===== src/rtl/cpu_run_ctrl_if.sv =====
// cpu_run_ctrl_if
//   Bundles the control and status signals of the CPU run/step/burst
//   sequencer. The master side (host or bench) drives the mode and
//   configuration signals; the slave side (cpu_run_ctrl) returns the core
//   clock enable, the memory-phase strobe and the status flags.
// Signals
//   mode[1:0]             00 halt, 01 run, 10 step, 11 burst
//   start                 one-cycle launch pulse
//   step_btn              raw asynchronous push-button
//   burst_len[CNT_W-1:0]  enables issued per burst, sampled on start
//   div_val[DIV_W-1:0]    clk cycles per cpu_ce (0 and 1 mean every cycle)
//   bp_en, bp_addr        breakpoint enable and address
//   cpu_pc                current core PC
//   cpu_ce                one-cycle core clock enable
//   phase_strobe          one-cycle strobe at half period
//   halted, bp_hit        status flags
//   cycle_count[31:0]     number of cpu_ce pulses issued
interface cpu_run_ctrl_if #(
  parameter int DIV_W = 32,
  parameter int PC_W  = 16,
  parameter int CNT_W = 16
);
  logic [1:0]       mode;
  logic             start;
  logic             step_btn;
  logic [CNT_W-1:0] burst_len;
  logic [DIV_W-1:0] div_val;
  logic             bp_en;
  logic [PC_W-1:0]  bp_addr;
  logic [PC_W-1:0]  cpu_pc;
  logic             cpu_ce;
  logic             phase_strobe;
  logic             halted;
  logic             bp_hit;
  logic [31:0]      cycle_count;

  modport master (
    output mode, start, step_btn, burst_len, div_val, bp_en, bp_addr, cpu_pc,
    input  cpu_ce, phase_strobe, halted, bp_hit, cycle_count
  );

  modport slave (
    input  mode, start, step_btn, burst_len, div_val, bp_en, bp_addr, cpu_pc,
    output cpu_ce, phase_strobe, halted, bp_hit, cycle_count
  );
endinterface


===== src/rtl/cpu_run_ctrl.sv =====
// cpu_run_ctrl
//   Run/step/burst sequencer for the CPU core clock. Divides the board clock
//   into one-cycle core enables (cpu_ce) with a mid-period memory strobe, and
//   supports free-run, debounced single-step, N-cycle burst and a PC
//   breakpoint halt.
// Ports
//   clk  board clock, all logic on posedge
//   rst  asynchronous active-low reset
//   bus  cpu_run_ctrl_if slave modport (mode/config in, enables/status out)
module cpu_run_ctrl #(
  parameter int DIV_W      = 32,
  parameter int DEB_CYCLES = 50000,
  parameter int PC_W       = 16,
  parameter int CNT_W      = 16
) (
  input logic           clk,
  input logic           rst,
  cpu_run_ctrl_if.slave bus
);

  typedef enum logic [1:0] {S_HALT, S_RUN, S_BURST, S_STEP} state_t;

  localparam logic [1:0] MODE_RUN   = 2'b01;
  localparam logic [1:0] MODE_STEP  = 2'b10;
  localparam logic [1:0] MODE_BURST = 2'b11;

  localparam int              DEB_W    = $clog2(DEB_CYCLES + 1);
  localparam logic [DEB_W-1:0] DEB_LAST = DEB_W'(DEB_CYCLES - 1);

  state_t           state;
  logic [DIV_W-1:0] cnt;
  logic [CNT_W-1:0] remaining;
  logic             skip_bp;
  logic             step_req;

  logic             sync_a;
  logic             sync_b;
  logic [DEB_W-1:0] stable_cnt;
  logic             deb_level;
  logic             deb_rise;

  logic             cpu_ce_q;
  logic             strobe_q;
  logic             halted_q;
  logic             bp_hit_q;
  logic [31:0]      cycle_count_q;

  logic [DIV_W-1:0] div_eff;
  logic             tick;
  logic             strobe_point;
  logic             bp_match;
  logic             mode_held;

  // A divider value of 0 behaves like 1. The >= compare lets a divider that
  // shrinks below the current count fire on the very next cycle.
  always_comb begin
    div_eff      = (bus.div_val == '0) ? DIV_W'(1) : bus.div_val;
    tick         = (cnt >= (div_eff - DIV_W'(1)));
    strobe_point = (div_eff >= DIV_W'(4)) && (cnt == (div_eff >> 1));
    bp_match     = bus.bp_en && (bus.cpu_pc == bus.bp_addr) && !skip_bp;
    mode_held    = ((state == S_RUN)   && (bus.mode == MODE_RUN)) ||
                   ((state == S_BURST) && (bus.mode == MODE_BURST));
  end

  // Button path: two-flop synchroniser, then the debounced level only flips
  // after DEB_CYCLES consecutive samples disagreeing with it. A rising flip
  // produces a one-cycle request pulse for the FSM.
  always_ff @(posedge clk or negedge rst) begin
    if (!rst) begin
      sync_a     <= 1'b0;
      sync_b     <= 1'b0;
      stable_cnt <= '0;
      deb_level  <= 1'b0;
      deb_rise   <= 1'b0;
    end else begin
      sync_a   <= bus.step_btn;
      sync_b   <= sync_a;
      deb_rise <= 1'b0;
      if (sync_b == deb_level) begin
        stable_cnt <= '0;
      end else if (stable_cnt == DEB_LAST) begin
        stable_cnt <= '0;
        deb_level  <= sync_b;
        deb_rise   <= sync_b;
      end else begin
        stable_cnt <= stable_cnt + 1'b1;
      end
    end
  end

  // Sequencer FSM with registered outputs. The divider count is held at zero
  // in HALT so every launch waits a full period before its first enable.
  // Leaving RUN/BURST because of a mode change never emits a final enable.
  always_ff @(posedge clk or negedge rst) begin
    if (!rst) begin
      state         <= S_HALT;
      cnt           <= '0;
      remaining     <= '0;
      skip_bp       <= 1'b0;
      step_req      <= 1'b0;
      cpu_ce_q      <= 1'b0;
      strobe_q      <= 1'b0;
      halted_q      <= 1'b1;
      bp_hit_q      <= 1'b0;
      cycle_count_q <= '0;
    end else begin
      cpu_ce_q <= 1'b0;
      strobe_q <= 1'b0;
      halted_q <= (state == S_HALT);

      // A step request only survives while step mode is selected.
      if (bus.mode != MODE_STEP) begin
        step_req <= 1'b0;
      end else if (deb_rise) begin
        step_req <= 1'b1;
      end

      case (state)
        S_HALT: begin
          cnt <= '0;
          if (bus.start) begin
            bp_hit_q <= 1'b0;
            skip_bp  <= 1'b1;
          end
          if (bus.start && (bus.mode == MODE_RUN)) begin
            state <= S_RUN;
          end else if (bus.start && (bus.mode == MODE_BURST) && (bus.burst_len != '0)) begin
            state     <= S_BURST;
            remaining <= bus.burst_len;
          end else if ((bus.mode == MODE_STEP) && step_req) begin
            state    <= S_STEP;
            step_req <= 1'b0;
          end
        end

        S_RUN, S_BURST: begin
          if (!mode_held) begin
            state <= S_HALT;
            cnt   <= '0;
          end else begin
            strobe_q <= strobe_point;
            if (tick) begin
              cnt <= '0;
              if (bp_match) begin
                bp_hit_q <= 1'b1;
                state    <= S_HALT;
              end else begin
                cpu_ce_q      <= 1'b1;
                cycle_count_q <= cycle_count_q + 32'd1;
                skip_bp       <= 1'b0;
                if (state == S_BURST) begin
                  remaining <= remaining - 1'b1;
                  if (remaining == CNT_W'(1)) begin
                    state <= S_HALT;
                  end
                end
              end
            end else begin
              cnt <= cnt + 1'b1;
            end
          end
        end

        S_STEP: begin
          if (tick) begin
            cnt           <= '0;
            cpu_ce_q      <= 1'b1;
            cycle_count_q <= cycle_count_q + 32'd1;
            skip_bp       <= 1'b0;
            state         <= S_HALT;
          end else begin
            cnt <= cnt + 1'b1;
          end
        end

        default: begin
          state <= S_HALT;
          cnt   <= '0;
        end
      endcase
    end
  end

  assign bus.cpu_ce       = cpu_ce_q;
  assign bus.phase_strobe = strobe_q;
  assign bus.halted       = halted_q;
  assign bus.bp_hit       = bp_hit_q;
  assign bus.cycle_count  = cycle_count_q;

endmodule


===== src/flat_wrapper.sv =====
// flat-port wrapper written by rule: the top's interface ports become plain ports
module cpu_run_ctrl_flat 
#(
  parameter int DIV_W      = 32,
  parameter int DEB_CYCLES = 50000,
  parameter int PC_W       = 16,
  parameter int CNT_W      = 16
)
  (clk, rst, bus_mode, bus_start, bus_step_btn, bus_burst_len, bus_div_val, bus_bp_en, bus_bp_addr, bus_cpu_pc, bus_cpu_ce, bus_phase_strobe, bus_halted, bus_bp_hit, bus_cycle_count);
  cpu_run_ctrl_if #(.DIV_W(DIV_W), .PC_W(PC_W), .CNT_W(CNT_W)) bus_i ();
  input logic clk;
  input logic rst;
  input wire logic [$bits(bus_i.mode)-1:0] bus_mode;
  input wire logic [$bits(bus_i.start)-1:0] bus_start;
  input wire logic [$bits(bus_i.step_btn)-1:0] bus_step_btn;
  input wire logic [$bits(bus_i.burst_len)-1:0] bus_burst_len;
  input wire logic [$bits(bus_i.div_val)-1:0] bus_div_val;
  input wire logic [$bits(bus_i.bp_en)-1:0] bus_bp_en;
  input wire logic [$bits(bus_i.bp_addr)-1:0] bus_bp_addr;
  input wire logic [$bits(bus_i.cpu_pc)-1:0] bus_cpu_pc;
  output wire logic [$bits(bus_i.cpu_ce)-1:0] bus_cpu_ce;
  output wire logic [$bits(bus_i.phase_strobe)-1:0] bus_phase_strobe;
  output wire logic [$bits(bus_i.halted)-1:0] bus_halted;
  output wire logic [$bits(bus_i.bp_hit)-1:0] bus_bp_hit;
  output wire logic [$bits(bus_i.cycle_count)-1:0] bus_cycle_count;
  assign bus_i.mode = bus_mode;
  assign bus_i.start = bus_start;
  assign bus_i.step_btn = bus_step_btn;
  assign bus_i.burst_len = bus_burst_len;
  assign bus_i.div_val = bus_div_val;
  assign bus_i.bp_en = bus_bp_en;
  assign bus_i.bp_addr = bus_bp_addr;
  assign bus_i.cpu_pc = bus_cpu_pc;
  assign bus_cpu_ce = bus_i.cpu_ce;
  assign bus_phase_strobe = bus_i.phase_strobe;
  assign bus_halted = bus_i.halted;
  assign bus_bp_hit = bus_i.bp_hit;
  assign bus_cycle_count = bus_i.cycle_count;
  cpu_run_ctrl #(.DIV_W(DIV_W), .DEB_CYCLES(DEB_CYCLES), .PC_W(PC_W), .CNT_W(CNT_W)) u_core (.clk(clk), .rst(rst), .bus(bus_i));
endmodule

===== config.mk =====
export PLATFORM = sky130hd
export DESIGN_NAME = cpu_run_ctrl_flat
export DESIGN_NICKNAME = d
export VERILOG_FILES = /design/src/rtl/cpu_run_ctrl_if.sv /design/src/rtl/cpu_run_ctrl.sv /design/src/flat_wrapper.sv
export SDC_FILE = /design/constraint.sdc
export NUM_CORES = 1
export LEC_CHECK = 0
export ABC_AREA = 1
export CORE_MARGIN = 4
export CORE_UTILIZATION = 45
export DETAILED_ROUTE_END_ITERATION = 10
export GPL_TIMING_DRIVEN = 0
export PLACE_DENSITY = 0.73
export SLEW_MARGIN = 15
export SYNTH_ARGS = -nofsm -noshare
export SYNTH_HDL_FRONTEND = slang
export SYNTH_SLANG_ARGS = --single-unit

===== constraint.sdc =====
create_clock -name clk -period 1.9 [get_ports clk]
set_input_delay 0.38 -clock clk [delete_from_list [all_inputs] [get_ports clk]]
set_output_delay 0.38 -clock clk [all_outputs]
set_load 0.01 [all_outputs]

==> flow_metrics.py, run 1 <==
metrics = {
    "drt": {
        "drtIter0Drc": 757,
        "drc": 0,
        "routed_wirelength_mm": 28.0,
        "viasPerCell": 5.37,
        "wl_per_cell_um": 15.7,
        "route.met2.wl_mm": 13.0,
        "vias": 9576,
        "ant_nets": 0,
        "firstDrtPassIters": 5,
        "wl_met3_mm": 2.02,
        "wl_met1_mm": 11.8,
        "route.top_layer_used": "met4",
    },
    "synthesis": {
        "avgSynthCellArea_um2": 6.75,
        "syn_inst": 1301,
        "synth_cell_type_count": 53,
        "synth_edf_count": 0,
        "synthesis.area_um2": 8790,
        "synthArstFlopShare_pct": 100,
        "seq_area_frac_synth_pct": 30.8,
        "ys_ff_latch": 108,
        "syn-num-nets": 1431,
        "synth_ff_type": "dfrtp_1",
        "yosysWarnings": 0,
    },
    "setup_path": {
        "crit_top_cell": "buf_4",
        "crit_path_end_kind": "flip-flop",
        "r2r-start": "u_core.state[1]",
        "arrival_ns": 3.65,
        "cp-start-kind": "primary input",
        "worst_r2r_endpoint": "u_core.remaining[14]",
        "reg2reg_setup_slack_ns": -0.61,
        "crit_type": "in2reg",
        "reg2regPathDepth": 10,
        "max_stage_delay_ns": 0.25,
        "slowest_stage": "ha_1",
        "crit_buf_inv": 15,
        "worstPathMaxFanout": 5,
        "cp.required_ns": 2.18,
        "cpLargestDelayFamily": "buffers and inverters",
    },
    "grt": {
        "grt_pass1_wl_mm": 44.5,
        "overflow": 0,
        "grt_max_degree": 83,
        "grt_usage_pct": 24.8,
        "antenna_found_initial": 0,
        "grt_pass1_vias": 9226,
    },
    "layout": {
        "design_area_um2": 12100,
        "nNetsFinal": 1649,
        "mostFrequentLayoutCell": "nand2_1",
        "final_cells": 1784,
        "fillCellCount": 1596,
        "drive_gt1_share_pct": 19.9,
        "syn2layout_area_growth_pct": 37.9,
        "antenna-diode-count": 0,
        "fin_util_pct": 63.9,
        "final_cell_mix": "305 x nand2_1, 162 x inv_1, 145 x nor2_1, 105 x dfrtp_1, 89 x clkdlybuf4s50_1",
        "register_area_um2": 2710,
        "multiInputGateArea_um2": 5790,
    },
    "timing": {
        "rsz0062_at_grt": "true",
        "tightestPinTransition_ns": 0.606,
        "final.period_utilization_pct": 177,
        "setup_violations": 85,
        "fin_crit_ns": 3.36,
        "fin_skew_ns": 0.0228,
        "worst_slack_ns": -1.46,
        "hold_viol": 0,
        "final-max-slew-violation-count": 0,
        "relSlewSlack_pct": 59.6,
        "fmax_mhz": 297,
    },
    "placement": {
        "placed_cells": 1684,
        "placed_area_um2": 10500,
        "hpwl_mm": 19.4,
        "place_ws_ns": -2.76,
        "gp_congestion": 0.995,
        "port_buffers": 122,
    },
    "power": {
        "total_power_uw": 9910,
        "comb_power_share_pct": 51.9,
        "swShare_pct": 43.3,
        "clock_power_share_pct": 19.2,
        "pwr-share-seq_pct": 28.9,
        "p_per_area_nw_per_um2": 818,
        "p_int_uw": 5620,
        "ir_drop_v": 0.000542,
        "p_leak_uw": 0.00547,
        "p_sw_uw": 4290,
    },
    "cts": {
        "clkLatencyLatePin_ns": 0.37,
        "clkSinkCount": 108,
        "htree_levels": 3,
        "clk_pin_slew_ns": 0.08,
        "clockBufferDepth": 2,
        "cts_root_buf": "clkbuf_16",
        "cts_made_buffers": 9,
        "cts_tree": "yes",
    },
    "die": {
        "row_count": 50,
        "start_util_pct": 46.3,
        "ioPinCount": 123,
        "core_um2": 19000,
        "dieArea_um2": 21800,
        "fp.dieH_um": 148,
        "die_w_um": 148,
    },
    "min_path": {
        "min_path_type": "reg2reg",
        "holdCritStartpoint": "u_core.sync_a",
        "hold_depth": 0,
        "worstHoldEndpoint": "u_core.sync_b",
    },
    "flow_run": {
        "drv_cap": 0,
    },
    "status": {
        "failed_checks": "negative setup slack",
        "status": "complete, but fails checks",
    },
}
==> layer usage <==
layer,GRT usage [%],vias to the layer above
met3,4.05,90
met2,40.3,395
met5,0,-
li1,-,4638
met4,10.3,0
met1,32.9,4453
==> synth_stat cells, types with 3 or more instances <==
cell,number,share of area (%)
inv_2,5,0.21
nor3_1,38,2.2
nand3_2,9,1.0
xnor2_1,27,2.7
a31oi_1,3,0.21
buf_2,9,0.51
xor2_1,64,6.4
inv_1,187,8.0
nor2_2,9,0.64
a21oi_1,28,1.6
nand2_1,334,14
dfrtp_1,107,30
o21ai_1,25,1.4
nand3_1,63,3.6
ha_1,43,6.1
o21ai_0,53,3.0
clkbuf_1,5,0.21
nor2_1,174,7.4
nand3b_1,3,0.26
or2_2,6,0.43
nor4_1,26,1.9
nand4_1,23,1.6
o22ai_1,19,1.4
==> final cells by class <==
cell class / count / area share, %
timing repair buffer: 204 / 16.6
clock buffer: 9 / 1.86
timing repair inverter: 1 / 0.0620
buffer: 19 / 1.49
clock inverter: 7 / 0.547
tap: 260 / 2.68
sequential: 108 / 22.3
inverter: 192 / 6.64
multi-input combinational: 984 / 47.8
==> how the worst max path moves through the flow <==
stage	startpoint	endpoint	slack (ns)	cells past startpoint
6_report	bus_div_val[26]	u_core.cnt[15]	-1.46	27
5_1_grt	bus_div_val[26]	u_core.cnt[7]	-1.57	27
4_1_cts	bus_div_val[26]	u_core.bus.cycle_count[7]	-1.29	27
3_5_place_dp	bus_div_val[17]	u_core.remaining[10]	-2.76	28
3_3_place_gp	rst	u_core.remaining[10]	-3.93	1
2_1_floorplan	bus_div_val[17]	u_core.remaining[7]	-1.37	28
==> metrics by stage <==
step	hold WS [ns]	TNS (ns)
after floorplan	0.0844	-104.47
after global routing	0.369	-127.48
after CTS	0.356	-103.46
final	0.353	-117.36
after global placement	0.338	-640.56
after detailed placement	0.274	-220.49
==> sequential cells by signal, indices dropped and copies added (netlist names), 2 cells and up <==
register                flops
u_core.remaining           16
u_core.cnt                 32
u_core.bus.cycle_count     32
u_core.stable_cnt          16
u_core.state                2
==> repair_timing <==
action / in CTS / in global routing
gates cloned: 10 / 1
hold endpoints to repair: 26 / 0
hold buffers: 1 / 0
endpoints found under the setup margin: 87 / 95
gates resized for setup: 295 / 76
setup buffers: 61 / 12
pin swaps: 46 / 31
==> worst register-to-register path, stage by stage, from the launching register on <==
cell and delay (ns):
dfrtp_1 0.40, inv_1 0.09, ha_1 0.27, buf_4 0.19, inv_1 0.23, nand2_1 0.12
o21a_1 0.13, nor2_2 0.49, buf_2 0.36, nand3_1 0.11, nand2_1 0.07
==> power by group through the flow <==
stage          logic (µW)  clock network [µW]  registers, µW
2_1_floorplan        2750                   0           2830
3_3_place_gp         3820                   0           2880
3_5_place_dp         3910                   0           2880
4_1_cts              4870                1940           2840
5_1_grt              5620                2020           2900
6_report             5140                1910           2860
==> logic make-up after synthesis <==
kind of cell / count (synthesis) / synth area share [%]
buffers and inverters: 211 / 9.33
and+or+nand+nor: 704 / 35.6
DFF: 108 / 30.8
adders and majority gates: 43 / 6.12
AOI/OAI and AO/OA: 144 / 9.09
xor gates and xnor gates: 91 / 9.07
No activity file was read; power rests on OpenSTA's default activity.
==> run 2, diff against run 1 <==
Settings changed: CTS_CLUSTER_SIZE set to 10.
==> results of run 2 <==
Final layout, timing and power as in run 1 (identical DEF).
